**config.mk**
```make
export PLATFORM = sky130hd
export DESIGN_NAME = hex_display_scanner_flat
export DESIGN_NICKNAME = d
export VERILOG_FILES = /design/src/rtl/hex_disp_pkg.sv /design/src/rtl/hex_display_scanner_if.sv /design/src/rtl/hex_seg_encoder.sv /design/src/rtl/hex_display_scanner.sv /design/src/flat_wrapper.sv
export SDC_FILE = /design/constraint.sdc
export NUM_CORES = 1
export LEC_CHECK = 0
export CAP_MARGIN = 15
export CORE_UTILIZATION = 30
export CTS_CLUSTER_SIZE = 30
export DETAILED_ROUTE_END_ITERATION = 10
export HOLD_SLACK_MARGIN = 0.1
export MAX_ROUTING_LAYER = met4
export PLACE_DENSITY = 0.48
export SYNTH_ARGS = -nofsm -noshare
export SYNTH_HDL_FRONTEND = slang
export SYNTH_HIERARCHICAL = 1
export SYNTH_SLANG_ARGS = --single-unit
```
**constraint.sdc**
```tcl
create_clock -name clk_i -period 3.3 [get_ports clk_i]
set_input_delay 0.66 -clock clk_i [delete_from_list [all_inputs] [get_ports clk_i]]
set_output_delay 0.66 -clock clk_i [all_outputs]
set_load 0.02 [all_outputs]
```
**src/rtl/hex_disp_pkg.sv**
```systemverilog
// hex_disp_pkg: shared 7-segment constants and the active-low hex encoding table.
package hex_disp_pkg;

    localparam logic [6:0] SEG_OFF = 7'h7F;

    localparam logic [6:0] SEG_LUT [16] = '{
        7'h40, 7'h79, 7'h24, 7'h30, 7'h19, 7'h12, 7'h02, 7'h78,
        7'h00, 7'h10, 7'h08, 7'h03, 7'h46, 7'h21, 7'h06, 7'h0E
    };

    function automatic logic [6:0] seg_encode(input logic [3:0] nibble);
        return SEG_LUT[nibble];
    endfunction

endpackage

```
**src/rtl/hex_display_scanner_if.sv**
```systemverilog
// hex_display_scanner_if: data/load/blank inputs and segment/anode outputs of the scanner.
interface hex_display_scanner_if #(parameter int DIGITS = 8);
    logic [4*DIGITS-1:0] data_i;
    logic                load_i;
    logic [DIGITS-1:0]   blank_i;
    logic [6:0]          hex_o;
    logic [DIGITS-1:0]   an_o;
    modport master (output data_i, load_i, blank_i, input hex_o, an_o);
    modport slave  (input data_i, load_i, blank_i, output hex_o, an_o);
endinterface

```
**src/rtl/hex_seg_encoder.sv**
```systemverilog
// hex_seg_encoder: combinational nibble to active-low {g,f,e,d,c,b,a} segments.
module hex_seg_encoder
    import hex_disp_pkg::*;
(
    input  logic [3:0] nibble,
    output logic [6:0] seg
);
    assign seg = seg_encode(nibble);
endmodule

```
**src/rtl/hex_display_scanner.sv**
```systemverilog
// hex_display_scanner: time-multiplexed common-anode 7-segment scanner with registered outputs.
// Optional leading-zero suppression when HEX_LZ_BLANK_EN is defined.
module hex_display_scanner
    import hex_disp_pkg::*;
#(
    parameter int DIGITS  = 8,
    parameter int CLK_DIV = 50000
)(
    input  logic                 clk_i,
    input  logic                 rst_i,
    hex_display_scanner_if.slave bus
);
    localparam int DW = $clog2(CLK_DIV);
    localparam int IW = DIGITS > 1 ? $clog2(DIGITS) : 1;

    logic [DW-1:0]            div_cnt;
    logic [IW-1:0]            idx;
    logic [DIGITS-1:0][3:0]   sh_data;
    logic [DIGITS-1:0]        sh_blank;
    logic [DIGITS-1:0]        lz;
    logic [DIGITS-1:0]        blank_eff;
    logic [6:0]               seg;
    logic                     tick;

    assign tick = div_cnt == DW'(CLK_DIV - 1);

`ifdef HEX_LZ_BLANK_EN
    // Walk from the most significant digit down while all nibbles seen so far are zero.
    always_comb begin
        logic zero_run;
        zero_run = 1'b1;
        lz = '0;
        for (int k = DIGITS - 1; k >= 0; k--) begin
            zero_run = zero_run && (sh_data[k] == 4'h0);
            lz[k] = (k != 0) && zero_run;
        end
    end
`else
    assign lz = '0;
`endif

    assign blank_eff = sh_blank | lz;

    hex_seg_encoder u_enc (.nibble(sh_data[idx]), .seg(seg));

    always_ff @(posedge clk_i) begin
        if (rst_i) begin
            div_cnt    <= '0;
            idx        <= '0;
            sh_data    <= '0;
            sh_blank   <= '0;
            bus.hex_o  <= SEG_OFF;
            bus.an_o   <= '1;
        end else begin
            div_cnt <= tick ? '0 : div_cnt + 1'b1;
            if (tick)
                idx <= (idx == IW'(DIGITS - 1)) ? '0 : idx + 1'b1;
            if (bus.load_i) begin
                sh_data  <= bus.data_i;
                sh_blank <= bus.blank_i;
            end
            bus.hex_o <= blank_eff[idx] ? SEG_OFF : seg;
            bus.an_o  <= blank_eff[idx] ? '1 : ~(DIGITS'(1) << idx);
        end
    end
endmodule

```
**src/flat_wrapper.sv**
```systemverilog
// flat-port wrapper written by rule: the top's interface ports become plain ports
module hex_display_scanner_flat import hex_disp_pkg::*;
#(
    parameter int DIGITS  = 8,
    parameter int CLK_DIV = 50000
)
  (clk_i, rst_i, bus_data_i, bus_load_i, bus_blank_i, bus_hex_o, bus_an_o);
  hex_display_scanner_if #(.DIGITS(DIGITS)) bus_i ();
  input  logic clk_i;
  input  logic rst_i;
  input wire logic [$bits(bus_i.data_i)-1:0] bus_data_i;
  input wire logic [$bits(bus_i.load_i)-1:0] bus_load_i;
  input wire logic [$bits(bus_i.blank_i)-1:0] bus_blank_i;
  output wire logic [$bits(bus_i.hex_o)-1:0] bus_hex_o;
  output wire logic [$bits(bus_i.an_o)-1:0] bus_an_o;
  assign bus_i.data_i = bus_data_i;
  assign bus_i.load_i = bus_load_i;
  assign bus_i.blank_i = bus_blank_i;
  assign bus_hex_o = bus_i.hex_o;
  assign bus_an_o = bus_i.an_o;
  hex_display_scanner #(.DIGITS(DIGITS), .CLK_DIV(CLK_DIV)) u_core (.clk_i(clk_i), .rst_i(rst_i), .bus(bus_i));
endmodule
```
Yosys cells after proc, flatten, opt, wreduce, memory -nomap -nowiden
Memory sizes are Yosys's and may differ from the RTL's. A register that Yosys moved wholly into a read port is not among the register bits.
Index checks and enable logic that the tools add are counted.
{ "classes": {"add_sub_neg": 2, "magnitude_cmp": 1, "n_eq_ne": 2, "n_shift": 1, "mux": 5, "bitwise_logic": 2, "reduce_logical": 2} }
{ "op_table": {"columns": ["operator", "n"], "rows": [
  ["adder 16 x 1 -> 16 bit (second input constant)", 1],
  ["equality test 16 bit (second input constant)", 1],
  ["binary-select mux 4 bit (select 3 bit)", 1],
  ["inverter 8 bit", 1],
  ["<< shifter 1 x 3 -> 8 bit (first input constant)", 1],
  ["inverter 4 -> 5 bit", 1],
  ["less-than comparator 3 x 4 -> 1 bit (second input constant)", 1],
  ["two-way mux 4 bit", 1],
  ["OR reduction 2 bit", 2],
  ["adder 3 x 1 -> 3 bit (second input constant)", 1],
  ["binary-select mux 1 bit (select 3 bit)", 1],
  ["equality test 3 bit (second input constant)", 1],
  ["two-way mux 3 bit", 1],
  ["two-way mux 1 bit", 1]
]} }
{ "totals": {"ff_bits": 67, "rom_bits": 112, "inputBits": 43, "word_cells": 28, "mem_count": 1} }
{ "mem_list": {"columns": ["memory", "words", "word_bits", "rd", "rd_ports_with_merged_regs", "wr", "line", "rtl"], "rows": [
  ["(name not given)", 16, 7, 1, 1, 0, "hex_disp_pkg.sv:12", "return SEG_LUT[nibble];"]
]} }

Logic depth before layout (Yosys ltp)
Gate-level depths: netlist (run 1).
{ "depth": {"depth_word": 3, "mapped_depth": 10, "mapped_depth_nobuf": 9} }

By module
The synthesis (run 1) kept the hierarchy.
{ "modules_own_cells": {"columns": ["mod", "n_inst", "cells_per_inst", "area_each_um2", "seq_area_each_um2"], "rows": [
  ["hex_display_scanner", 1, 288, 2961.6, 1481.4],
  ["hex_seg_encoder", 1, 31, 262.8, 0.0]
]} }

Worst setup path after synthesis (run 1)
OpenSTA, ideal clock, no wires.
{ "synth_path": {"path_kind": "flip-flop to flip-flop", "from": "reg u_core.idx[0]", "to": "reg u_core.bus.hex_o[3]", "setup_ns": 0.127, "arrival_ns": 2.568, "t_required_ns": 3.173, "slack_ns": 0.605, "stages_incl_launch_ff": 10, "n_path_buf": 1, "path_cell_list": "dfxtp_1 -> buf_2 -> mux4_2 -> nand2_1 -> nand2_1 -> inv_1 -> ha_1 -> inv_1 -> mux4_1 -> or3_1"} }
{ "synth_via": {"elab_chain_cells": 3, "word_cells_on_any_way": 6, "cone_classes": "mux: 4; bitwise: 1; reduce/logical: 1"} }
{ "synth_rtl": {"columns": ["element", "line", "rtl"], "rows": [
  ["start, declared", "hex_display_scanner.sv:17", "logic [IW-1:0] idx;"],
  ["start signal, assigned", "hex_display_scanner.sv:57", "idx <= (idx == IW'(DIGITS - 1)) ? '0 : idx + 1'b1;"],
  ["binary-select mux 1 bit (select 3 bit) or binary-select mux 4 bit (select 3 bit) (tied branches)", "hex_display_scanner.sv:62, hex_display_scanner.sv:44", null],
  ["two-way mux 1 bit (implied by the code) or two-way mux 4 bit (tied branches)", "hex_display_scanner.sv:62, hex_display_scanner.sv:44", null],
  ["OR reduction 2 bit (no line) or inverter 4 -> 5 bit (tied branches)", null, null],
  ["end, declared", "hex_display_scanner_if.sv:9", "modport slave (input data_i, load_i, blank_i, output hex_o, an_o);"]
]} }
Parallel ways exist; a longest one is shown, timed or not. The select of a mux whose other input is x is not followed.
A chain may end at the register's enable or synchronous reset.

Worst setup path after layout (run 1)
Same ends and word-level chain as after synthesis.

==> impl_metrics.tcl, run 1 <==
set metrics [dict create \
    yosysSeqAreaShare_pct 45.9 \
    fin_area_sq_um 4100 \
    grt_pass1_vias 2360 \
    clk_path_buf_depth 2 \
    grt_start_max_net_pins 55 \
    setup_tns_ps 0 \
    numCtsBuffers 9 \
    drtPass1Iterations 6 \
    netlist_area_sq_um 3220 \
    area_delta_synth_final_pct 27.2 \
    max_slew_margin_pct 55.0 \
    die_w_um 106 \
    syn_nets 376 \
    htreeDepth 3 \
    ys_seq_elements 74 \
    layout-drive-gt1-share_pct 9.16 \
    critPathMaxFanout 12 \
    cp.required_ps 3530 \
    power.density_nw_per_um2 441 \
    worstSetupEndpointType "register" \
    critPathMostFrequentCell "nand2_1" \
    total_power_mw 1.81 \
    netlist_instances 319 \
    antenna_found_initial 0 \
    track_usage_pct 13.8 \
    post-route-util_pct 39.5 \
    portBuffers 57 \
    rsz0062_at_grt "no" \
    drv_cap 0 \
    cts_resized 0 \
    place_area_sq_um 3920 \
    async_reset_ff_share_pct 0 \
    yosysWarningCount 6 \
    clock.fmax_mhz 364 \
    r2r-start "u_core/idx[0]$_SDFFE_PP0N_" \
    setup_viol 0 \
    dieArea_sq_um 11200 \
    ir_worst_vdd_v 0.000188 \
    rr_worst_depth 6 \
    cts_root_buf "clkbuf_8" \
    viasPerCell 4.49 \
    cp_cell_sequence "buf_4 > mux4_2 > nand2_1 > nand2_1 > mux4_1 > or3_1" \
    hold_ws_ps 472 \
    final.min_clock_period_ps 2750 \
    startpoint "u_core/idx[0]$_SDFFE_PP0N_" \
    cts_tree "done" \
    yosysUniqueCellTypes 32 \
    min_from "u_core/div_cnt[0]$_SDFF_PP0_" \
    slew_violations 0 \
    crit_path_top_delay_cell "dfxtp_1" \
    fp.coreArea_sq_um 10400 \
    num_vias 2327 \
    p_leak_nw 1.64 \
    grt_overflow 0 \
    ant_nets 0 \
    layout_common_cells "74 x dfxtp_1, 61 x nor2_1, 55 x clkdlybuf4s50_1, 46 x mux2i_1, 26 x nand2_1" \
    gp_congestion 0.769 \
    drc 0 \
    slowest_delay_ps 620 \
    synth_area_per_cell_sq_um 10.1 \
    synth-edff-count 0 \
    tightest_slew_ps 675 \
    num_rows 37 \
    diodes 0 \
    r2r-end "u_core/bus.hex_o[3]$_SDFF_PP1_" \
    postCtsSetupBuffers 0 \
    initial_utilization_pct 31.1 \
    r2r_slack_ps 550 \
    hold_violations 0 \
    status "completed" \
    worst_clock_skew_ps 11.0 \
    worstSetupPathType "reg2reg" \
    wl_per_cell_um 13.1 \
    ys.flop_type "dfxtp_1" \
    clkLatencyLatePin_ps 360 \
    setup.worst_path.start_class "register" \
    nets 434 \
    period_share_pct 83.2 \
    cts.clk_slew.worst_paths_ps 70 \
    final_common_cell "dfxtp_1" \
    ios 58 \
    clock-sinks 74 \
    drt_iter0_markers 68 \
    die_height_um 106 \
    hpwl_um 4810 \
    ctsHoldBuffers 0 \
    fillers 1066 \
    cp_data_arrival_time_ps 2980 \
    crit_end "u_core/bus.hex_o[3]$_SDFF_PP1_" \
    hold_class "reg2reg" \
    grt_pass1_wl_um 11700 \
    wirelength_um 6760 \
]
worst min-delay path by stage:
stage,to,slack (ps),depth (start not counted)
after floorplan,u_core/div_cnt[0]$_SDFF_PP0_,430,1
after global placement,u_core/div_cnt[0]$_SDFF_PP0_,440,1
after detailed placement,u_core/div_cnt[0]$_SDFF_PP0_,460,1
after CTS,u_core/div_cnt[0]$_SDFF_PP0_,470,1
after global routing,u_core/div_cnt[0]$_SDFF_PP0_,500,1
final,u_core/div_cnt[0]$_SDFF_PP0_,470,1
registers in the layout, summed over array words and instances (netlist names):
register,flops
u_core/sh_data,32
u_core/blank_eff,8
u_core/bus.hex_o,7
u_core/div_cnt,16
u_core/idx,3
u_core/bus.an_o,8
cell usage after synthesis (5+ instances only):
library cell / number / area, sq um
buf_2: 6 / 30.0
dfxtp_1: 74 / 1480
ha_1: 14 / 175
inv_1: 8 / 30.0
mux2i_1: 46 / 460
mux4_2: 10 / 225
nand2_1: 26 / 97.6
nand3_1: 7 / 35.0
nand4_1: 5 / 31.3
nor2_1: 61 / 229
o21ai_0: 5 / 25.0
or3_1: 10 / 62.6
xnor2_1: 9 / 78.8
routing by layer:
layer / GRT usage [%] / wire length, um / share of wire, %
met3: 4.70 / 319 / 4.7
met1: 17.3 / 3430 / 51
met2: 20.7 / 2930 / 43
met4: 4.46 / 81 / 1.2
met5: - / 0 / 0
layout make-up:
| cell class | instances | area (sq um) | area share (%) |
|---|---|---|---|
| multi-input combinational | 220 | 1630 | 39.9 |
| timing repair buffer | 62 | 598 | 14.6 |
| tap | 136 | 170 | 4.15 |
| clock inverter | 6 | 41.3 | 1.01 |
| clock buffer | 10 | 138 | 3.36 |
| sequential | 74 | 1480 | 36.1 |
| inverter | 10 | 37.5 | 0.915 |
worst max-delay path, delay by kind of cell (launching register included):
kind,cells,cell delay (ps)
muxes,2,1050
DFF,1,620
buffers and inverters,1,230
and+or+nand+nor,3,730
report_power, final:
part	switching [mW]	total, mW	internal (mW)
Clock	0.349	0.642	0.293
Sequential	0.0215	0.955	0.934
Combinational	0.0918	0.209	0.117
Total	0.463	1.81	1.34
stage by stage:
| stage | cells | worst slack, ps |
|---|---|---|
| final | 518 | 555 |
| after global routing | 518 | 326 |
| after detailed placement | 502 | 518 |
| after CTS | 518 | 495 |
| after floorplan | 319 | 605 |
| after global placement | 502 | 570 |
cell families after synthesis:
| kind of cell | count (synthesis) | share of synthesized area (%) |
|---|---|---|
| buffers and inverters | 25 | 3.38 |
| xor gates and xnor gates | 13 | 3.53 |
| AOI/OAI and AO/OA | 9 | 1.59 |
| muxes | 59 | 22.8 |
| and+or+nand+nor | 125 | 17.3 |
| adders and majority gates | 14 | 5.43 |
| DFF | 74 | 45.9 |
Power figures use the tool's default switching activity.
==> run 2, diff against run 1 <==
--- a/config.mk
+++ b/config.mk
@@ -11,7 +11,7 @@
 export DETAILED_ROUTE_END_ITERATION = 10
 export HOLD_SLACK_MARGIN = 0.1
 export MAX_ROUTING_LAYER = met4
-export PLACE_DENSITY = 0.48
+export PLACE_DENSITY = 0.49
 export SYNTH_ARGS = -nofsm -noshare
 export SYNTH_HDL_FRONTEND = slang
 export SYNTH_HIERARCHICAL = 1
==> constraint.sdc (replaced) <==
create_clock -name clk_i -period 2.2 [get_ports clk_i]
set_input_delay 0.44 -clock clk_i [delete_from_list [all_inputs] [get_ports clk_i]]
set_output_delay 0.44 -clock clk_i [all_outputs]
set_load 0.02 [all_outputs]
==> run 2 against run 1 <==
Net effect:
- the flow now finishes with violations (setup timing)
- worst setup slack got worse by 580 ps
- die area did not move
- via count rose by 6.1%
- largest power group unchanged
- highest routed layer unchanged
- global-route usage fell by 0.16 points
- sequential power rose by 50%
- combinational power rose by 68%
- wire length rose by 3.1%
- clock-buffer cell count rose by 1
- worst hold slack got worse by 5.4 ps
- flip-flop and latch count did not move
==> impl_metrics.tcl, run 2 (synthesized netlist as in run 1, its figures left out) <==
set metrics [dict create \
    status "finished with violations" \
    violations "setup timing" \
    die_height_um 106 \
    ant_nets 0 \
    diodes 0 \
    drc 0 \
    drt_iter0_markers 65 \
    drtPass1Iterations 4 \
    setup_ws_ps -24.3 \
    setup_tns_ps -24.3 \
    slew_violations 0 \
    ios 58 \
    layout_common_cells "72 x dfxtp_1, 61 x nor2_1, 55 x clkdlybuf4s50_1, 46 x mux2i_1, 20 x buf_4" \
    htreeDepth 3 \
    combPwrFrac_pct 11.8 \
    portBuffers 57 \
    worstSetupEndpointType "register" \
    fp.coreArea_sq_um 10400 \
    num_vias 2469 \
    setup_viol 1 \
    p_sw_uw 729 \
    drv_cap 0 \
    r2r_slack_ps -20 \
    power.density_nw_per_um2 674 \
    initial_utilization_pct 31.1 \
    clkLatencyLatePin_ps 350 \
    grt_overflow 0 \
    max_slew_margin_pct 74.8 \
    final_common_cell "dfxtp_1" \
    wirelength_um 6970 \
    regMostFlops "u_core/sh_data" \
    wl_per_cell_um 13.0 \
    cp_data_arrival_time_ps 2450 \
    hold_class "reg2reg" \
    die_w_um 106 \
    grt_start_max_net_pins 41 \
    nets 453 \
    dieArea_sq_um 11200 \
    antenna_found_initial 0 \
    gp_congestion 0.756 \
    setup.worst_path.start_class "register" \
    p_clk_share_pct 39.9 \
    numCtsBuffers 9 \
    total_power_mw 2.97 \
    area_delta_synth_final_pct 36.6 \
    cts_tree "done" \
    clk_path_buf_depth 2 \
    final.min_clock_period_ps 2220 \
    period_share_pct 101 \
    intPower_mw 2.24 \
    cp.required_ps 2430 \
    grt_pass1_wl_um 11500 \
    rsz0062_at_grt "yes" \
    num_rows 37 \
    track_usage_pct 13.6 \
    ir_worst_vdd_v 0.000382 \
    seqPwrFrac_pct 48.3 \
    worst_clock_skew_ps 13.0 \
    p_leak_nw 1.77 \
    largestRegisters "u_core/sh_data x32, u_core/div_cnt x16" \
    hold_violations 0 \
    layout-drive-gt1-share_pct 18.7 \
    clock.fmax_mhz 450 \
    postCtsSetupBuffers 0 \
    cts.clk_slew.worst_paths_ps 90 \
    switching_share_pct 24.5 \
    hold_ws_ps 467 \
    hpwl_um 5090 \
    largest_reg_flops 32 \
    cts_root_buf "clkbuf_8" \
    critPathMaxFanout 8 \
    viasPerCell 4.60 \
    worstSetupPathType "reg2reg" \
    grt_pass1_vias 2351 \
    clock-sinks 74 \
    tightest_slew_ps 378 \
    post-route-util_pct 42.5 \
]
==> run 2: cell count changes in the layout (fill, tap and decap cells not counted), moves of 3 or more <==
cell / before / now
buf_4: 5 / 20
clkinvlp_4: 3 / 0
ha_1: 14 / 8
ha_2: 0 / 4
inv_1: 8 / 5
nand2_1: 26 / 17
nand2_2: 0 / 6
nand2_4: 0 / 3
o21ai_0: 5 / 1
o21ai_1: 0 / 4
==> run 2: power by group through the flow <==
stage / Clock (mW) / Combinational [mW] / Sequential (mW)
5_1_grt: 1.29 / 0.383 / 1.44
3_5_place_dp: 0 / 0.344 / 1.46
2_1_floorplan: 0 / 0.174 / 1.47
3_3_place_gp: 0 / 0.341 / 1.47
6_report: 1.18 / 0.351 / 1.43
4_1_cts: 1.22 / 0.349 / 1.43
==> run 2: final timing paths <==
kind / startpoint / endpoint / depth (start not counted)
worst max-delay path: u_core/idx[0]$_SDFFE_PP0N_ / u_core/bus.hex_o[3]$_SDFF_PP1_ / 8
worst min register to register: u_core/div_cnt[0]$_SDFF_PP0_ / u_core/div_cnt[0]$_SDFF_PP0_ / 1
worst min-delay path: u_core/div_cnt[0]$_SDFF_PP0_ / u_core/div_cnt[0]$_SDFF_PP0_ / 1
worst max register to register: u_core/idx[0]$_SDFFE_PP0N_ / u_core/bus.hex_o[3]$_SDFF_PP1_ / 8
==> run 2: area by class of cell <==
type / count / area [sq um]
flip-flops and latches: 74 / 1490
clock buffers: 11 / 163
inverters: 10 / 42.5
multi-input cells: 220 / 1700
repair buffers: 81 / 773
fillers: 1035 / 5970
clock inverters: 5 / 65.1
well taps: 136 / 170
==> run 2: per-layer routing <==
layer  track usage [%]  part of all wire [%]  vias to the layer above
met4              3.77                  0.86                        0
met1              17.0                    48                     1161
met3              4.82                   4.3                        7
met5                 -                     0                        -
li1                  -                     -                     1247
met2              20.8                    47                       54
==> run 2: critical path, stage by stage (launching register included) <==
cell and delay [ps]:
dfxtp_4 440, mux4_2 530, nand2_2 90, nand2_4 80, inv_4 70, ha_4 130, inv_2 20, mux4_2 420
or3_1 310
==> run 2: through the flow <==
| stage | instances | cell area, sq um | setup WS [ps] |
|---|---|---|---|
| after floorplan | 319 | 3260 | -72.5 |
| after global placement | 521 | 4120 | -6.53 |
| after detailed placement | 521 | 4120 | -63.7 |
| after CTS | 537 | 4380 | -40.3 |
| after global routing | 537 | 4400 | -118 |
| final | 537 | 4400 | -24.3 |
==> run 2: what timing repair did <==
item / CTS / global route
resized for setup: 10 / 11
pin swaps: 2 / 6
setup endpoints to repair: 7 / 7
hold buffers: 0 / 0
==> run 3, diff against run 2 <==
--- a/config.mk
+++ b/config.mk
@@ -6,12 +6,15 @@
 export NUM_CORES = 1
 export LEC_CHECK = 0
 export CAP_MARGIN = 15
+export CELL_PAD_IN_SITES_DETAIL_PLACEMENT = 1
+export CELL_PAD_IN_SITES_GLOBAL_PLACEMENT = 2
 export CORE_UTILIZATION = 30
+export CTS_BUF_LIST = sky130_fd_sc_hd__clkbuf_2
 export CTS_CLUSTER_SIZE = 30
 export DETAILED_ROUTE_END_ITERATION = 10
 export HOLD_SLACK_MARGIN = 0.1
 export MAX_ROUTING_LAYER = met4
-export PLACE_DENSITY = 0.49
+export PLACE_DENSITY = 0.73
 export SYNTH_ARGS = -nofsm -noshare
 export SYNTH_HDL_FRONTEND = slang
 export SYNTH_HIERARCHICAL = 1
==> run 3 against run 2 <==
Net effect:
- the run still ends with setup timing left
- sequential power hardly changed
- register-to-register slack about the same
- non-clock buffer count fell by 2
- maximum frequency rose by 0.16%
- combinational power is essentially flat
- clock power shrank 20%
- wire length is 6.4% higher
- clock skew increased by 12 ps
- cell area shrank 2.4%
- critical endpoint unchanged
- worst hold slack got worse by 39 ps
==> impl_metrics.tcl, run 3 (synthesized netlist as in run 1, its figures left out) <==
set metrics [dict create \
    slowest_delay_ps 520 \
    initial_utilization_pct 31.1 \
    hpwl_um 5580 \
    grt_pass1_vias 2533 \
    p_clk_share_pct 34.6 \
    dp.cells 515 \
    drtPass1Iterations 5 \
    wl_per_cell_um 13.9 \
    fp.coreArea_sq_um 10400 \
    drc 0 \
    status "finished with violations" \
    hold_violations 0 \
    numCtsBuffers 9 \
    layout-drive-gt1-share_pct 17.6 \
    startpoint "u_core/idx[0]$_SDFFE_PP0N_" \
    fillers 1194 \
    viasPerCell 4.65 \
    nets 451 \
    final_common_cell "dfxtp_1" \
    place_ws_ps -123 \
    ios 58 \
    cp_data_arrival_time_ps 2610 \
    path_buf_inv 2 \
    p_sw_uw 642 \
    cp.required_ps 2590 \
    power.density_nw_per_um2 636 \
    crit_path_top_delay_cell "mux4_2" \
    post-route-util_pct 41.4 \
    setup.worst_path.start_class "register" \
    num_rows 37 \
    worstSetupPathType "reg2reg" \
    place_area_sq_um 4070 \
    drv_cap 0 \
    grt_overflow 0 \
    period_share_pct 101 \
    setup_viol 1 \
    final.min_clock_period_ps 2220 \
    layout_common_cells "72 x dfxtp_1, 61 x nor2_1, 55 x clkdlybuf4s50_1, 46 x mux2i_1, 19 x buf_4" \
    diodes 0 \
    area_delta_synth_final_pct 33.2 \
    r2r-start "u_core/idx[0]$_SDFFE_PP0N_" \
    htreeDepth 3 \
    switching_share_pct 23.5 \
    clock.fmax_mhz 450 \
    violations "setup timing" \
    max_slew_margin_pct 61.9 \
    cp_cell_sequence "mux4_2 > nand2_2 > nand2_4 > inv_4 > ha_4 > inv_2 > mux4_2 > or3_1" \
    critPathMaxFanout 7 \
    p_leak_nw 1.74 \
    cts_tree "done" \
    critPathMostFrequentCell "mux4_2" \
    regMostFlops "u_core/sh_data" \
    dieArea_sq_um 11200 \
    cts.clk_slew.worst_paths_ps 200 \
    tightest_slew_ps 571 \
    clk_path_buf_depth 2 \
    drt_iter0_markers 39 \
    worst_clock_skew_ps 24.7 \
    clkLatencyLatePin_ps 480 \
    antenna_found_initial 0 \
    ir_worst_vdd_v 0.000316 \
    die_height_um 106 \
    gp_congestion 0.786 \
    largest_reg_flops 32 \
    instances_no_fill 534 \
    seqPwrFrac_pct 52.6 \
    grt_start_max_net_pins 41 \
    rsz0062_at_grt "yes" \
    fin_area_sq_um 4300 \
    cp_top_family "multiplexers" \
    track_usage_pct 14.6 \
    largestRegisters "u_core/sh_data x32, u_core/div_cnt x16" \
    intPower_mw 2.09 \
    total_power_mw 2.73 \
    num_vias 2482 \
    setup_ws_ps -20.8 \
    clock-sinks 74 \
    worstSetupEndpointType "register" \
    min_from "rst_i" \
    cts_root_buf "clkbuf_2" \
    hold_class "in2reg" \
    die_w_um 106 \
    portBuffers 57 \
    grt_pass1_wl_um 12400 \
    setup_tns_ps -20.8 \
    combPwrFrac_pct 12.8 \
    ant_nets 0 \
    wirelength_um 7420 \
    hold_ws_ps 428 \
    slew_violations 0 \
]
==> run 3: cell type report <==
cell class	instances	area, sq um	area share (%)
repair buffers	79	754	17.6
clock inverters	5	104	2.42
well taps	136	170	3.96
flip-flops and latches	74	1490	34.6
clock buffers	10	50.0	1.17
multi-input cells	220	1690	39.3
inverters	10	42.5	0.990
==> run 3: metal layers <==
layer	up-vias	part of all wire, %	global-route usage, %
li1	1241	-	-
met1	1195	50	18.2
met2	41	47	23.6
met3	5	2.9	3.90
met4	0	0.80	2.98
met5	-	0	-
==> run 3: path summary, 6_finish.rpt <==
| path | end | slack (ps) | depth (start not counted) |
|---|---|---|---|
| worst max-delay path | u_core/bus.hex_o[3]$_SDFF_PP1_ | -20 | 8 |
| worst min-delay path | u_core/sh_data[11]$_SDFFE_PP0P_ | 430 | 2 |
| worst max register to register | u_core/bus.hex_o[3]$_SDFF_PP1_ | -20 | 8 |
| worst min register to register | u_core/div_cnt[0]$_SDFF_PP0_ | 480 | 1 |
==> run 3: what timing repair did <==
item | 4_1_cts | 5_1_grt
setup endpoints to repair | 7 | 7
hold buffers | 0 | 0
resized for setup | 9 | 4
pin swaps | 2 | 2
buffers inserted | 1 | 3
cloned | 0 | 0
==> run 3: worst reg2reg max path, stage by stage (launching register included) <==
cell and delay, ps:
dfxtp_4 460, mux4_2 530, nand2_2 100, nand2_4 80, inv_4 70, ha_4 130, inv_2 30, mux4_2 420
or3_1 320
==> run 3: power groups by stage <==
stage	Sequential, mW	Combinational (mW)	Clock (mW)
2_1_floorplan	1.47	0.174	0
3_3_place_gp	1.47	0.336	0
3_5_place_dp	1.47	0.345	0
4_1_cts	1.44	0.352	0.986
5_1_grt	1.45	0.384	1.04
6_report	1.44	0.350	0.944
